--- src/rtl/com_edge_detect_mc_if.sv ---
// com_edge_detect_mc_if: per-channel level/mode/clear inputs and filtered level, pulse and flag outputs.
interface com_edge_detect_mc_if #(
  parameter int unsigned CH     = 4,
  parameter int unsigned FILT_W = 4
) ();
  logic [CH-1:0]     level_in;
  logic [FILT_W-1:0] filt_cyc;
  logic [2*CH-1:0]   mode_sel;
  logic [CH-1:0]     flag_clr;
  logic [CH-1:0]     level_filt;
  logic [CH-1:0]     pulse_out;
  logic [CH-1:0]     sticky_flag;

  modport master (
    output level_in, filt_cyc, mode_sel, flag_clr,
    input  level_filt, pulse_out, sticky_flag
  );

  modport slave (
    input  level_in, filt_cyc, mode_sel, flag_clr,
    output level_filt, pulse_out, sticky_flag
  );
endinterface

--- src/rtl/com_edge_detect_mc.sv ---
// com_edge_detect_mc: per-channel glitch filter with edge pulse and sticky event flag.
// Define COM_EDGE_DETECT_SYNC_EN to insert a 2-flop synchronizer per channel ahead of the filter.
module com_edge_detect_mc #(
  parameter int unsigned CH     = 4,
  parameter int unsigned FILT_W = 4
) (
  input  logic                clk,
  input  logic                rst_n,
  com_edge_detect_mc_if.slave bus
);

  logic [CH-1:0]     filt_in;
  logic [CH-1:0]     level_filt_q, level_filt_d;
  logic [CH-1:0]     pulse_q, pulse_d;
  logic [CH-1:0]     sticky_q, sticky_d;
  logic [FILT_W-1:0] cnt_q [CH];
  logic [FILT_W-1:0] cnt_d [CH];

`ifdef COM_EDGE_DETECT_SYNC_EN
  logic [CH-1:0] sync1_q, sync1_d;
  logic [CH-1:0] sync2_q, sync2_d;

  always_comb begin
    sync1_d = bus.level_in;
    sync2_d = sync1_q;
  end

  always_ff @(posedge clk) begin
    if (!rst_n) begin
      sync1_q <= '0;
      sync2_q <= '0;
    end else begin
      sync1_q <= sync1_d;
      sync2_q <= sync2_d;
    end
  end

  assign filt_in = sync2_q;
`else
  assign filt_in = bus.level_in;
`endif

  // A toggle needs filt_cyc+1 consecutive differing samples; cnt saturates at filt_cyc so it never wraps.
  always_comb begin
    level_filt_d = level_filt_q;
    pulse_d      = '0;
    cnt_d        = '{default: '0};
    for (int i = 0; i < int'(CH); i++) begin
      if (filt_in[i] != level_filt_q[i]) begin
        if (cnt_q[i] < bus.filt_cyc) begin
          cnt_d[i] = cnt_q[i] + FILT_W'(1);
        end else begin
          level_filt_d[i] = filt_in[i];
          pulse_d[i]      = filt_in[i] ? bus.mode_sel[2*i] : bus.mode_sel[2*i+1];
        end
      end
    end
    sticky_d = pulse_d | (sticky_q & ~bus.flag_clr);
  end

  always_ff @(posedge clk) begin
    if (!rst_n) begin
      level_filt_q <= '0;
      pulse_q      <= '0;
      sticky_q     <= '0;
      cnt_q        <= '{default: '0};
    end else begin
      level_filt_q <= level_filt_d;
      pulse_q      <= pulse_d;
      sticky_q     <= sticky_d;
      cnt_q        <= cnt_d;
    end
  end

  assign bus.level_filt  = level_filt_q;
  assign bus.pulse_out   = pulse_q;
  assign bus.sticky_flag = sticky_q;

endmodule
--- src/flat_wrapper.sv ---
// flat-port wrapper written by rule: the top's interface ports become plain ports
module com_edge_detect_mc_flat 
#(
  parameter int unsigned CH     = 4,
  parameter int unsigned FILT_W = 4
)
  (clk, rst_n, bus_level_in, bus_filt_cyc, bus_mode_sel, bus_flag_clr, bus_level_filt, bus_pulse_out, bus_sticky_flag);
  com_edge_detect_mc_if #(.CH(CH), .FILT_W(FILT_W)) bus_i ();
  input  logic clk;
  input  logic rst_n;
  input wire logic [$bits(bus_i.level_in)-1:0] bus_level_in;
  input wire logic [$bits(bus_i.filt_cyc)-1:0] bus_filt_cyc;
  input wire logic [$bits(bus_i.mode_sel)-1:0] bus_mode_sel;
  input wire logic [$bits(bus_i.flag_clr)-1:0] bus_flag_clr;
  output wire logic [$bits(bus_i.level_filt)-1:0] bus_level_filt;
  output wire logic [$bits(bus_i.pulse_out)-1:0] bus_pulse_out;
  output wire logic [$bits(bus_i.sticky_flag)-1:0] bus_sticky_flag;
  assign bus_i.level_in = bus_level_in;
  assign bus_i.filt_cyc = bus_filt_cyc;
  assign bus_i.mode_sel = bus_mode_sel;
  assign bus_i.flag_clr = bus_flag_clr;
  assign bus_level_filt = bus_i.level_filt;
  assign bus_pulse_out = bus_i.pulse_out;
  assign bus_sticky_flag = bus_i.sticky_flag;
  com_edge_detect_mc #(.CH(CH), .FILT_W(FILT_W)) u_core (.clk(clk), .rst_n(rst_n), .bus(bus_i));
endmodule
--- config.mk ---
export PLATFORM = sky130hd
export DESIGN_NAME = com_edge_detect_mc_flat
export DESIGN_NICKNAME = d
export VERILOG_FILES = /design/src/rtl/com_edge_detect_mc_if.sv /design/src/rtl/com_edge_detect_mc.sv /design/src/flat_wrapper.sv
export SDC_FILE = /design/constraint.sdc
export NUM_CORES = 1
export LEC_CHECK = 0
export ABC_CLOCK_PERIOD_IN_PS = 2100
export BUFFER_PORTS_ARGS = -buffer_cell sky130_fd_sc_hd__buf_4
export CORE_ASPECT_RATIO = 1.2
export CORE_MARGIN = 5
export CORE_UTILIZATION = 52
export DETAILED_ROUTE_END_ITERATION = 7
export GPL_TIMING_DRIVEN = 0
export HOLD_SLACK_MARGIN = 0.05
export PLACE_DENSITY_LB_ADDON = 0.1
export SYNTH_ARGS = -nofsm -noshare
export SYNTH_HDL_FRONTEND = slang
export SYNTH_SLANG_ARGS = --single-unit
--- constraint.sdc ---
create_clock -name clk -period 2.1 [get_ports clk]
set_input_delay 0.105 -clock clk [delete_from_list [all_inputs] [get_ports clk]]
set_output_delay 0.105 -clock clk [all_outputs]
set_load 0.02 [all_outputs]
Yosys cells after proc, flatten, opt, wreduce, memory -nomap -nowiden:

Cells that the tools add are included.

* register bits after elaboration: 28
* output and inout bits: 12
* logic and storage cells: 49

* add/sub/neg operators: 4
* order comparisons: 4
* eq/ne operators: 4
* mux-type cells: 12
* bitwise gates (word level): 7
* reduce and logical (&&, ||, !) cells: 8

Operators by type and width (count)
* 4-bit by 1-bit adder with 4-bit output, second input constant: 4
* 4-bit less-than comparator: 4
* 1-bit 2-to-1 mux: 12
* 3-bit AND reduction: 4
* 2-bit AND reduction: 4
* 4-bit AND: 1
* 1-bit inequality test: 4
* 1-bit NOT: 4
* 4-bit NOT: 1
* 4-bit OR: 1

Logic depth before layout (Yosys ltp):

* depth in word-level cells: 4
* mapped depth: 6
* mapped depth without buffers: 6

Least setup slack after synthesis:

No wires, ideal clock.

* path kind: register to register
* start point: register u_core.cnt_q[13] (netlist bit)
* end point: register u_core.sticky_q[0], in the netlist u_core.bus.sticky_flag[0]
* arrival: 1.337 ns
* slack: 0.648 ns
* cell stages (with the launch flop): 5
* clock period less this slack: 1.452 ns
* path through: dfxtp_1 -> ha_1 -> a2111oi_4 -> and4bb_1 -> a31o_1

* word-level cells in the longest chain between the ends: 4

RTL lines
* start: declaration: line com_edge_detect_mc.sv:16 `logic [FILT_W-1:0] cnt_q [CH];`
* start signal: assignment: line com_edge_detect_mc.sv:71 `cnt_q <= cnt_d;`
* 4-bit less-than comparator: line com_edge_detect_mc.sv:50 `if (cnt_q[i] < bus.filt_cyc) begin`
* 1-bit 2-to-1 mux: line com_edge_detect_mc.sv:50
* 1-bit 2-to-1 mux: line com_edge_detect_mc.sv:49 `if (filt_in[i] != level_filt_q[i]) begin`
* 4-bit OR: line com_edge_detect_mc.sv:58 `sticky_d = pulse_d | (sticky_q & ~bus.flag_clr);`
* end signal: assignment: line com_edge_detect_mc.sv:70 `sticky_q <= sticky_d;`
* end: declaration: line com_edge_detect_mc.sv:15 `logic [CH-1:0] sticky_q, sticky_d;`

No other way between the ends.
A chain may end at the register's enable or synchronous reset.

Worst setup path after layout:

* start point: register u_core.cnt_q[9] (netlist bit)
* end point: register u_core.sticky_q[1], in the netlist u_core.bus.sticky_flag[1]

The elaborated chain is that of the path after synthesis.

==> results.sh <==
export IMPL_leakage_uw=0.0008131
export IMPL_synth_async_reset_ratio_pct=0
export IMPL_io_pins=34
export IMPL_slew_headroom_pct=66.18
export IMPL_critical_path_top_delay_family="compound AO/OA/AOI/OAI gates"
export IMPL_die_w_um=57.58
export IMPL_core_rowCount=20
export IMPL_slowest_stage="a2111oi_4"
export IMPL_crit_path_cell_trace="ha_1 > a2111oi_4 > and4bb_1 > a31o_1"
export IMPL_required_ps=2330
export IMPL_finalSetupTns_ps=0
export IMPL_syn_area_per_cell_um2=9.948
export IMPL_nets=222
export IMPL_insertion_delay_ps=310
export IMPL_core_area_um2=2577
export IMPL_final_area_um2=1764
export IMPL_grt_max_degree=15
export IMPL_cts_tree="done"
export IMPL_grt_pass1_wl_mm=5.237
export IMPL_die_area_um2=3863
export IMPL_slowest_delay_ps=390
export IMPL_synth_edf_count=0
export IMPL_crit_arrival_ps=1800
export IMPL_netlist_top_cells_area="dfxtp_1, ha_1, a2111oi_4"
export IMPL_finalHoldViolations=0
export IMPL_reg2reg_to="u_core.bus.sticky_flag[1]"
export IMPL_drv_slew=0
export IMPL_worstHoldStart="bus_flag_clr[0]"
export IMPL_clk_pin_slew_ps=140
export IMPL_vias_per_cell=5.279
export IMPL_p_total_uw=932.0
export IMPL_rsz0062_at_grt="false"
export IMPL_cts_made_buffers=3
export IMPL_ys_seq_area_share_pct=39.68
export IMPL_hold_slack_ps=76.75
export IMPL_dpl_instance_area_um2=1702
export IMPL_p_sw_uw=231.3
export IMPL_dr_pass1_iters=4
export IMPL_path_buf_inv=0
export IMPL_initial_utilization_pct=54.81
export IMPL_post_cts_buffers=0
export IMPL_worst_hold_path_endpoint="u_core.bus.sticky_flag[0]"
export IMPL_worst_pin_slew_ps=507.3
export IMPL_overflow=0
export IMPL_worstSetupStartpointType="flop"
export IMPL_antenna_found_initial=0
export IMPL_clock_sinks=28
export IMPL_drtAntennaViolNets=0
export IMPL_internal_power_uw=700.7
export IMPL_synth_commonest_cells="dfxtp_1, nor2_1, ha_1"
export IMPL_yosys_area_top_type_share_pct=39.68
export IMPL_cp_end_kind="flop"
export IMPL_seqPwrFrac_pct=60.1
export IMPL_synthesis_nets=180
export IMPL_diodes=0
export IMPL_skew_ps=5.529
export IMPL_layout_drive_gt1_share_pct=22.53
export IMPL_yosysMostFrequentCell="dfxtp_1"
export IMPL_wirelength_mm=2.837
export IMPL_setup_viol=0
export IMPL_p_clk_share_pct=22.2
export IMPL_power_density_nw_per_um2=528.3
export IMPL_fin_util_pct=68.45
export IMPL_cts_root_buf="clkbuf_4"
export IMPL_critical_path_class="flop to flop"
export IMPL_grtUsageTotal_pct=17.26
export IMPL_crit_fanout=4
export IMPL_max_freq_ghz=0.6348
export IMPL_drt_iter0_markers=34
export IMPL_synth_area_um2=1413
export IMPL_ys_warn_count=0
export IMPL_grt_pass1_vias=1196
export IMPL_syn2layout_area_growth_pct=24.89
export IMPL_synth_seq_cells=28
export IMPL_synthFlopType="dfxtp_1"
export IMPL_status="finished, final reports clean"
export IMPL_via_count=1135
export IMPL_routedWlPerCell_um=13.20
export IMPL_hpwl_mm=2.306
export IMPL_io_buffers=33
export IMPL_hp_class="input port to flop"
export IMPL_ff2ff_path_depth=4
export IMPL_clockBufferDepth=2
export IMPL_syn_inst=142
export IMPL_combPwrFrac_pct=17.7
export IMPL_fin_crit_ps=1575
export IMPL_gp_congestion=0.7702
export IMPL_rrSetupSlack_ps=520
export IMPL_cts_max_level=1
export IMPL_fin_crit_sh_pct=75.02
export IMPL_drv_cap=0
export IMPL_hold_path_depth=3
export IMPL_remaining_drc_errors=0
export IMPL_die_h_um=67.10
export IMPL_yosysTopAreaCell="dfxtp_1"
export IMPL_p_sw_share_pct=24.81
export IMPL_irDropWorstVdd_mv=0.3778
export IMPL_r2r_start="u_core.cnt_q[9]"
export IMPL_synth_cell_types=26
==> kinds of logic after synthesis <==
kind of cell	after synthesis	share of synthesized area, %
simple gates	48	16.83
flops	28	39.68
compound gates	26	18.60
fa+ha+maj	16	14.17
buf+inv	12	3.189
xor+xnor	11	6.820
mux	1	0.7086
==> timing repair <==
| action | 4_1_cts | 5_1_grt |
|---|---|---|
| hold buffers | 4 | 0 |
| gates resized for setup | 0 | 0 |
| hold endpoints to repair | 4 | 0 |
==> power groups by stage <==
stage / logic (uW) / registers [uW] / clock network, uW
after floorplan: 94.9 / 574 / 0
after global placement: 154 / 571 / 0
after detailed placement: 160 / 572 / 0
after CTS: 167 / 560 / 220
after global routing: 185 / 563 / 244
final: 165 / 560 / 207
==> area by class of cell <==
| class | count | area (um2) |
|---|---|---|
| tap | 33 | 41.29 |
| fill | 212 | 813.3 |
| inverter | 10 | 37.54 |
| clock buffer | 3 | 22.52 |
| timing repair buffer | 37 | 287.8 |
| buffer | 2 | 7.507 |
| sequential | 28 | 560.5 |
| multi-input combinational | 102 | 807.0 |
==> state kept, by name (all words and copies together), names as in the netlist <==
| signal | flops |
|---|---|
| u_core.cnt_q | 16 |
| u_core.bus.level_filt | 4 |
| u_core.bus.sticky_flag | 4 |
| u_core.bus.pulse_out | 4 |
==> worst reg2reg max path: stages, from the launching register on <==
cell and delay (ps):
dfxtp_1 360, ha_1 310, a2111oi_4 390, and4bb_1 250, a31o_1 180
==> layer usage <==
metal  vias to the layer above  track usage [%]  routed length, um
met5                         -                0                  0
met4                         0            6.087                 21
met3                         2            3.488                147
met2                        23            32.77               1484
met1                       527            18.50               1184
li1                        583                -                  -
==> how the worst max path moves through the flow <==
| stage | from | end | slack [ps] | cells past startpoint |
|---|---|---|---|---|
| 4_1_cts | u_core.cnt_q[9] | u_core.bus.sticky_flag[1] | 520 | 4 |
| 5_1_grt | u_core.cnt_q[1] | u_core.cnt_q[2] | 410 | 4 |
| 3_5_place_dp | bus_filt_cyc[1] | u_core.bus.sticky_flag[1] | 510 | 6 |
| 3_3_place_gp | bus_filt_cyc[1] | u_core.bus.sticky_flag[1] | 550 | 6 |
| 2_1_floorplan | u_core.cnt_q[13] | u_core.bus.sticky_flag[0] | 650 | 4 |
| 6_report | u_core.cnt_q[9] | u_core.bus.sticky_flag[1] | 520 | 4 |
==> per-stage QoR <==
| stage | setup WS, ps | cells |
|---|---|---|
| after global placement | 545.5 | 208 |
| after global routing | 413.1 | 215 |
| final | 524.6 | 215 |
| after CTS | 515.4 | 215 |
| after detailed placement | 511.4 | 208 |
| after floorplan | 647.7 | 142 |
==> layout by cell type, fill, tap and decap left out, types with 2 or more instances in the layout <==
| cell type | netlist | final |
|---|---|---|
| a2111oi_4 | 3 | 3 |
| a31o_1 | 3 | 3 |
| and4bb_1 | 2 | 2 |
| buf_4 | 0 | 33 |
| clkbuf_1 | 2 | 2 |
| clkbuf_4 | 0 | 3 |
| dfxtp_1 | 28 | 28 |
| dlygate4sd3_1 | 0 | 4 |
| ha_1 | 16 | 16 |
| inv_1 | 10 | 10 |
| nand2_1 | 9 | 9 |
| nand2b_1 | 4 | 4 |
| nand3_1 | 4 | 4 |
| nand3b_1 | 3 | 3 |
| nor2_1 | 22 | 22 |
| nor2b_1 | 2 | 2 |
| o211ai_1 | 6 | 6 |
| o21a_1 | 4 | 4 |
| o21ai_0 | 3 | 3 |
| o31ai_1 | 3 | 3 |
| xnor2_1 | 4 | 4 |
| xor2_1 | 7 | 7 |
No activity file was read; power rests on OpenSTA's default activity.
